## src/rtl/uart_tx_fifo_if.sv

```systemverilog
// Host-side bus of the FIFO-buffered UART transmitter: write handshake,
// FIFO occupancy, serialiser status and the serial line itself.
interface uart_tx_fifo_if #(
  parameter int DATA_BITS  = 8,
  parameter int FIFO_DEPTH = 4
);
  logic                          start;
  logic [DATA_BITS-1:0]          data;
  logic                          ready;
  logic [$clog2(FIFO_DEPTH):0]   fifo_count;
  logic                          tx_busy;
  logic                          tx_done;
  logic                          tx;

  modport master (
    output start, data,
    input  ready, fifo_count, tx_busy, tx_done, tx
  );

  modport slave (
    input  start, data,
    output ready, fifo_count, tx_busy, tx_done, tx
  );
endinterface

```

## src/rtl/uart_tx_fifo.sv

```systemverilog
// UART transmitter fed by a small circular FIFO; frames stream back to back.
// Define UART_TX_PARITY_EN to compile in a parity bit (even/odd via PARITY_ODD).
module uart_tx_fifo #(
  parameter int CLK_DIV    = 16,
  parameter int DATA_BITS  = 8,
  parameter int STOP_BITS  = 1,
  parameter int FIFO_DEPTH = 4,
  parameter int PARITY_ODD = 0
) (
  input  logic           clk,
  input  logic           reset,
  uart_tx_fifo_if.slave  bus
);
  localparam int AW   = $clog2(FIFO_DEPTH);
  localparam int CNTW = AW + 1;
  localparam int CW   = $clog2(CLK_DIV);

  localparam logic [CNTW-1:0] FULL      = CNTW'(FIFO_DEPTH);
  localparam logic [CW-1:0]   RELOAD    = CW'(CLK_DIV - 1);
  localparam logic [3:0]      LAST_DATA = 4'(DATA_BITS - 1);
  localparam logic [3:0]      LAST_STOP = 4'(STOP_BITS - 1);

  typedef enum logic [2:0] {
    IDLE,
    START,
    DATA,
`ifdef UART_TX_PARITY_EN
    PARITY,
`endif
    STOP
  } state_t;

  // FIFO storage and pointers
  logic [DATA_BITS-1:0] mem [FIFO_DEPTH];
  logic [AW-1:0]        wr_ptr, rd_ptr;
  logic [CNTW-1:0]      count;
  logic                 wr_en;
  logic                 pop;
  logic [DATA_BITS-1:0] head;

  // Fullness is judged on the registered count, so a same-cycle pop never frees a slot early.
  assign bus.ready      = (count != FULL);
  assign bus.fifo_count = count;
  assign wr_en          = bus.start && bus.ready;
  assign head           = mem[rd_ptr];

  always_ff @(posedge clk) begin
    if (reset) begin
      wr_ptr <= '0;
      rd_ptr <= '0;
      count  <= '0;
    end else begin
      if (wr_en) wr_ptr <= wr_ptr + AW'(1);
      if (pop)   rd_ptr <= rd_ptr + AW'(1);
      case ({wr_en, pop})
        2'b10:   count <= count + CNTW'(1);
        2'b01:   count <= count - CNTW'(1);
        default: count <= count;
      endcase
    end
  end

  always_ff @(posedge clk) begin
    if (wr_en) mem[wr_ptr] <= bus.data;
  end

  // Serialiser state
  state_t               state, state_n;
  logic [CW-1:0]        cnt, cnt_n;
  logic [3:0]           bit_idx, bit_n;
  logic [DATA_BITS-1:0] sh, sh_n;
  logic                 tx_q, tx_n;
  logic                 done;
  logic                 tick;
`ifdef UART_TX_PARITY_EN
  logic                 par, par_n;
`endif

  assign tick = (cnt == '0);

  always_comb begin
    state_n = state;
    cnt_n   = tick ? cnt : cnt - CW'(1);
    bit_n   = bit_idx;
    sh_n    = sh;
    tx_n    = tx_q;
    pop     = 1'b0;
    done    = 1'b0;
`ifdef UART_TX_PARITY_EN
    par_n   = par;
`endif
    case (state)
      IDLE: begin
        tx_n = 1'b1;
        pop  = (count != '0);
      end
      START: begin
        if (tick) begin
          state_n = DATA;
          cnt_n   = RELOAD;
          bit_n   = '0;
          tx_n    = sh[0];
        end
      end
      DATA: begin
        if (tick) begin
          cnt_n = RELOAD;
          if (bit_idx == LAST_DATA) begin
            bit_n = '0;
`ifdef UART_TX_PARITY_EN
            state_n = PARITY;
            tx_n    = par;
`else
            state_n = STOP;
            tx_n    = 1'b1;
`endif
          end else begin
            bit_n = bit_idx + 4'd1;
            sh_n  = sh >> 1;
            tx_n  = sh[1];
          end
        end
      end
`ifdef UART_TX_PARITY_EN
      PARITY: begin
        if (tick) begin
          state_n = STOP;
          cnt_n   = RELOAD;
          bit_n   = '0;
          tx_n    = 1'b1;
        end
      end
`endif
      STOP: begin
        if (tick) begin
          cnt_n = RELOAD;
          if (bit_idx == LAST_STOP) begin
            done    = 1'b1;
            state_n = IDLE;
            tx_n    = 1'b1;
            pop     = (count != '0);
          end else begin
            bit_n = bit_idx + 4'd1;
          end
        end
      end
      default: begin
        state_n = IDLE;
        tx_n    = 1'b1;
      end
    endcase

    // A pop always launches a fresh frame, from IDLE or straight out of the last stop bit.
    if (pop) begin
      state_n = START;
      cnt_n   = RELOAD;
      sh_n    = head;
      tx_n    = 1'b0;
`ifdef UART_TX_PARITY_EN
      par_n   = (^head) ^ (PARITY_ODD != 0);
`endif
    end
  end

  always_ff @(posedge clk) begin
    if (reset) begin
      state   <= IDLE;
      cnt     <= '0;
      bit_idx <= '0;
      tx_q    <= 1'b1;
    end else begin
      state   <= state_n;
      cnt     <= cnt_n;
      bit_idx <= bit_n;
      tx_q    <= tx_n;
    end
  end

  always_ff @(posedge clk) begin
    sh <= sh_n;
`ifdef UART_TX_PARITY_EN
    par <= par_n;
`endif
  end

  assign bus.tx      = tx_q;
  assign bus.tx_busy = (state != IDLE);
  assign bus.tx_done = done && !reset;
endmodule

```

## src/flat_wrapper.sv

```systemverilog
// flat-port wrapper written by rule: the top's interface ports become plain ports
module uart_tx_fifo_flat 
#(
  parameter int CLK_DIV    = 16,
  parameter int DATA_BITS  = 8,
  parameter int STOP_BITS  = 1,
  parameter int FIFO_DEPTH = 4,
  parameter int PARITY_ODD = 0
)
  (clk, reset, bus_start, bus_data, bus_ready, bus_fifo_count, bus_tx_busy, bus_tx_done, bus_tx);
  uart_tx_fifo_if #(.DATA_BITS(DATA_BITS), .FIFO_DEPTH(FIFO_DEPTH)) bus_i ();
  input  logic clk;
  input  logic reset;
  input wire logic [$bits(bus_i.start)-1:0] bus_start;
  input wire logic [$bits(bus_i.data)-1:0] bus_data;
  output wire logic [$bits(bus_i.ready)-1:0] bus_ready;
  output wire logic [$bits(bus_i.fifo_count)-1:0] bus_fifo_count;
  output wire logic [$bits(bus_i.tx_busy)-1:0] bus_tx_busy;
  output wire logic [$bits(bus_i.tx_done)-1:0] bus_tx_done;
  output wire logic [$bits(bus_i.tx)-1:0] bus_tx;
  assign bus_i.start = bus_start;
  assign bus_i.data = bus_data;
  assign bus_ready = bus_i.ready;
  assign bus_fifo_count = bus_i.fifo_count;
  assign bus_tx_busy = bus_i.tx_busy;
  assign bus_tx_done = bus_i.tx_done;
  assign bus_tx = bus_i.tx;
  uart_tx_fifo #(.CLK_DIV(CLK_DIV), .DATA_BITS(DATA_BITS), .STOP_BITS(STOP_BITS), .FIFO_DEPTH(FIFO_DEPTH), .PARITY_ODD(PARITY_ODD)) u_core (.clk(clk), .reset(reset), .bus(bus_i));
endmodule
```

## config.mk

```make
export PLATFORM = sky130hd
export DESIGN_NAME = uart_tx_fifo_flat
export DESIGN_NICKNAME = d
export VERILOG_FILES = /design/src/rtl/uart_tx_fifo_if.sv /design/src/rtl/uart_tx_fifo.sv /design/src/flat_wrapper.sv
export SDC_FILE = /design/constraint.sdc
export NUM_CORES = 1
export LEC_CHECK = 0
export CORE_MARGIN = 2
export CORE_UTILIZATION = 30
export CTS_CLUSTER_DIAMETER = 60
export DETAILED_ROUTE_END_ITERATION = 12
export GPL_TIMING_DRIVEN = 0
export SLEW_MARGIN = 20
export SYNTH_ARGS = -nofsm -noshare
export SYNTH_HDL_FRONTEND = slang
export SYNTH_SLANG_ARGS = --single-unit
```

## constraint.sdc

```tcl
create_clock -name clk -period 3.3 [get_ports clk]
set_input_delay 0.33 -clock clk [delete_from_list [all_inputs] [get_ports clk]]
set_output_delay 0.33 -clock clk [all_outputs]
set_load 0.01 [all_outputs]
```

==> results.md, run 1 <==
- Status: completed
- Total CTS buffers: 9
- CP Data Arrival Time: just over 3 ns
- Clock slew at reported path FFs: 0.06 ns
- Reg2reg start: u_core.state[0]
- Share of layout cells above drive strength 1: 0.193
- Critical path capture point: u_core.bus.fifo_count[2]
- Post-synth EDFFs: 40
- Syn. warnings: 0
- Syn_nets: ~230
- Period utilization: 0.852
- Worst Setup SP: u_core.state[0]
- Final min period: between 2 and 3 ns
- Ranking of synthesized cells by area: edfxtp_1 (43%), dfxtp_1 (14%), mux4_2 (6.5%), ha_1 (5.8%), mux2_2 (4.0%)
- Worst setup SP type: flop
- Finish-stage setup viols: 0
- Fin. max-slew vios: 0
- Final Skew: between 0.007 and 0.008 ns
- Fin Setup TNS: 0 ns
- First-pass GRT wire length: between 8000 and 9000 um
- Final antenna-violating net count: 0
- Starting DRC count in detailed routing: 67
- Routed len/inst: about 14 um
- PD cells: around 870 nW/um2
- CTS tree: built
- Chip height: 100 um
- Vias per Instance: roughly 4.8
- Vias in the first global route: ~1.7k
- Synth top area share: 0.431
- Nature of the critical path endpoint: flop
- Initial core utilization: 0.306
- Post-Synthesis Cells: roughly 200
- Via Count: about 1.6k
- CTS root buffer: clkbuf_8
- Final HPWL DP: around 3300 um
- Sequential share of the synthesized area: 0.575
- Layer with the highest usage: met2
- Fin. Hold Viols: 0
- Cells after DPL: 329
- WHS: 0.491 ns
- Die ar.: a little over 10,000 um2
- PortBufs: 17
- Clk sinks: 60
- Least-Margin Pin Slew: between 0.7 and 0.8 ns
- Final nets: ~250
- Clk Latency, worst-skew pair: 0.33 ns
- Async SR Flop Fraction: 0
- Diodes inserted: 0
- Initial antenna violation count: 0
- Pre-CTS setup slack: around 0.49 ns
- Post-synthesis average cell area: around 14 um2
- H-tree depth: 3
- Worst EP required: ~3.6 ns
- Largest vdd supply drop: between 0.0003 and 0.0004 V
- Reg2Reg Depth: 12
- #FFs+latches synth: 60
- Largest net degree at the start of global routing: 11
- GP Congestion: approximately 0.75
- Width of the die: 100 um
- Layout area overhead: 18.5%
- Met1 usage: 0.126
- Fmax: approximately 360 MHz
- Synth area leader: edfxtp_1
- Synth Cell Area: about 2800 um2
- DRC viols: 0
- Post-cts resize count: 0
- Number of distinct library cells after synthesis: 52
- Setup WS post-layout: 0.487 ns
- Total Routed Length: between 4000 and 5000 um
- Hold-fix buffers, CTS: 0
- FF-to-FF End: u_core.bus.fifo_count[2]
- M2 GR Usage: 0.181
- Pre-Repair DR Iteration Count: 4
- Maximum buffer depth of the clock tree: 2
- Cell Rows: 35
- Total Routing Usage GR: 0.108
- Crit path kind: flop to flop
- CORE AREA: 9110 um2
- Ports: 18
- Unrepaired setup endpoints after global routing: no
- Hold Path Depth: 2
- Post-CTS setup buffer count: 0
- CP Max Fanout: 10
- Ys flop type: edfxtp_1
- Max-slew headroom: 0.464
- HP Class: flop to flop
- Non-Filler Instances: 344
- Grt ovf: 0
- Leak: roughly 1.1 nW
- Met3 Usage GRT: 0.0279
- Max_cap viols: 0
- Register-to-register setup slack: between 0.4 and 0.5 ns
layout make-up:
type                            instances  area (um2)
Clock buffer                           10         128
Sequential cell                        60        1600
Inverter                               18        81.3
Fill cell                             881        5810
Clock inverter                          5        77.6
Multi-Input combinational cell        116        1060
Tap cell                              111         139
Timing Repair Buffer                   17         170
Buffer                                  7        41.3
Yosys cell counts (all sizes together) (2+ instances only):
library cell / instances
a211oi: 6
a21oi: 12
and2: 4
and3: 4
buf: 3
clkbuf: 4
dfxtp: 20
edfxtp: 40
ha: 13
inv: 17
mux2: 10
mux4: 8
nand2: 4
nand2b: 3
nand3: 2
nor2: 9
nor2b: 3
nor3: 2
o21ai: 5
or3: 3
or3b: 2
xnor2: 2
xor2: 3
power by group:
group          internal [mW]  total, mW  switching [mW]
logic                  0.527       1.07           0.543
clock network          0.418      0.693           0.275
registers               1.02       1.11          0.0932
total                   1.97       2.88           0.911
routing by layer:
| layer | wire length (um) | up-vias |
|---|---|---|
| li1 | - | 805 |
| met4 | 98 | 0 |
| met5 | 0 | - |
| met3 | 151 | 10 |
| met2 | 2410 | 26 |
| met1 | 2200 | 799 |
cells by family (layout without fill, tap and decap cells):
kind of cell    after synthesis  in the layout  share of synthesized area
xor+xnor                      5              5                     0.0157
mux                          19             19                      0.109
flops                        60             60                      0.575
fa+ha+maj                    14             14                     0.0656
compound gates               34             34                     0.0863
simple gates                 44             44                      0.104
buf+inv                      25             57                     0.0440
critical path, cell delays in order (launching register included):
cell and delay (ns):
dfxtp_1 0.39, inv_1 0.09, ha_1 0.35, nor2_1 0.31
nand2b_4 0.13, inv_2 0.10, buf_6 0.15, ha_1 0.19
inv_1 0.06, fa_1 0.37, xor2_1 0.16, or3_1 0.30
a21oi_1 0.13
stage by stage:
stage               power (mW)  utilization  cell area, um2
detailed placement        2.22        0.340            3090
global placement          2.18        0.340            3090
global route              3.08        0.362            3300
CTS                       2.92        0.362            3300
floorplan                 1.93            -            2780
finish                    2.88        0.362            3300
worst min path at each step:
stage | startpoint | endpoint | slack, ns
global placement | u_core.rd_ptr[1] | u_core.rd_ptr[1] | 0.47
detailed placement | u_core.rd_ptr[1] | u_core.rd_ptr[1] | 0.49
global route | u_core.rd_ptr[1] | u_core.rd_ptr[1] | 0.52
finish | u_core.rd_ptr[1] | u_core.rd_ptr[1] | 0.49
floorplan | bus_data[0] | u_core.mem[0][0] | 0.43
CTS | u_core.rd_ptr[1] | u_core.rd_ptr[1] | 0.50
cell usage in the layout (no fill, tap or decap), types with 8 or more instances in the layout:
master and n:
a21oi_1 11, mux4_2 8, clkbuf_8 9, nor2_1 9, clkdlybuf4s50_1 17, dfxtp_1 20
mux2_2 10, edfxtp_1 40, ha_1 13, inv_1 16
registers in the layout, summed over array words and instances (netlist names), named ones only:
name	count
u_core.mem	32
u_core.sh	8
u_core.bit_idx	4
u_core.cnt	4
u_core.bus.fifo_count	3
u_core.rd_ptr	2
u_core.state	2
u_core.wr_ptr	2
u_core.bus.tx	1
Power figures use the tool's default switching activity.
==> run 2: changes to the inputs <==
Clock period 3.3 ns to 3.1 ns, I/O delays scaled along.
==> results of run 2 <==
The final DEF is identical to that of run 1. Status: completed.
Main changes from that run: setup slack after placement 0.491 ns -> 0.291 ns; setup slack after layout 0.487 ns -> 0.287 ns; register-to-register setup slack 0.49 ns -> 0.29 ns; total power 2.88 mW -> 3.06 mW; worst IR drop on VDD 0.000361 V -> 0.000384 V
==> run 3: changes to the inputs <==
Settings changed: CTS_CLUSTER_SIZE set to 40.
==> results of run 3 <==
The final DEF is identical to that of run 1. Status: completed.
Main changes from that run: setup slack after placement 0.491 ns -> 0.291 ns; setup slack after layout 0.487 ns -> 0.287 ns; register-to-register setup slack 0.49 ns -> 0.29 ns; total power 2.88 mW -> 3.06 mW; worst IR drop on VDD 0.000361 V -> 0.000384 V
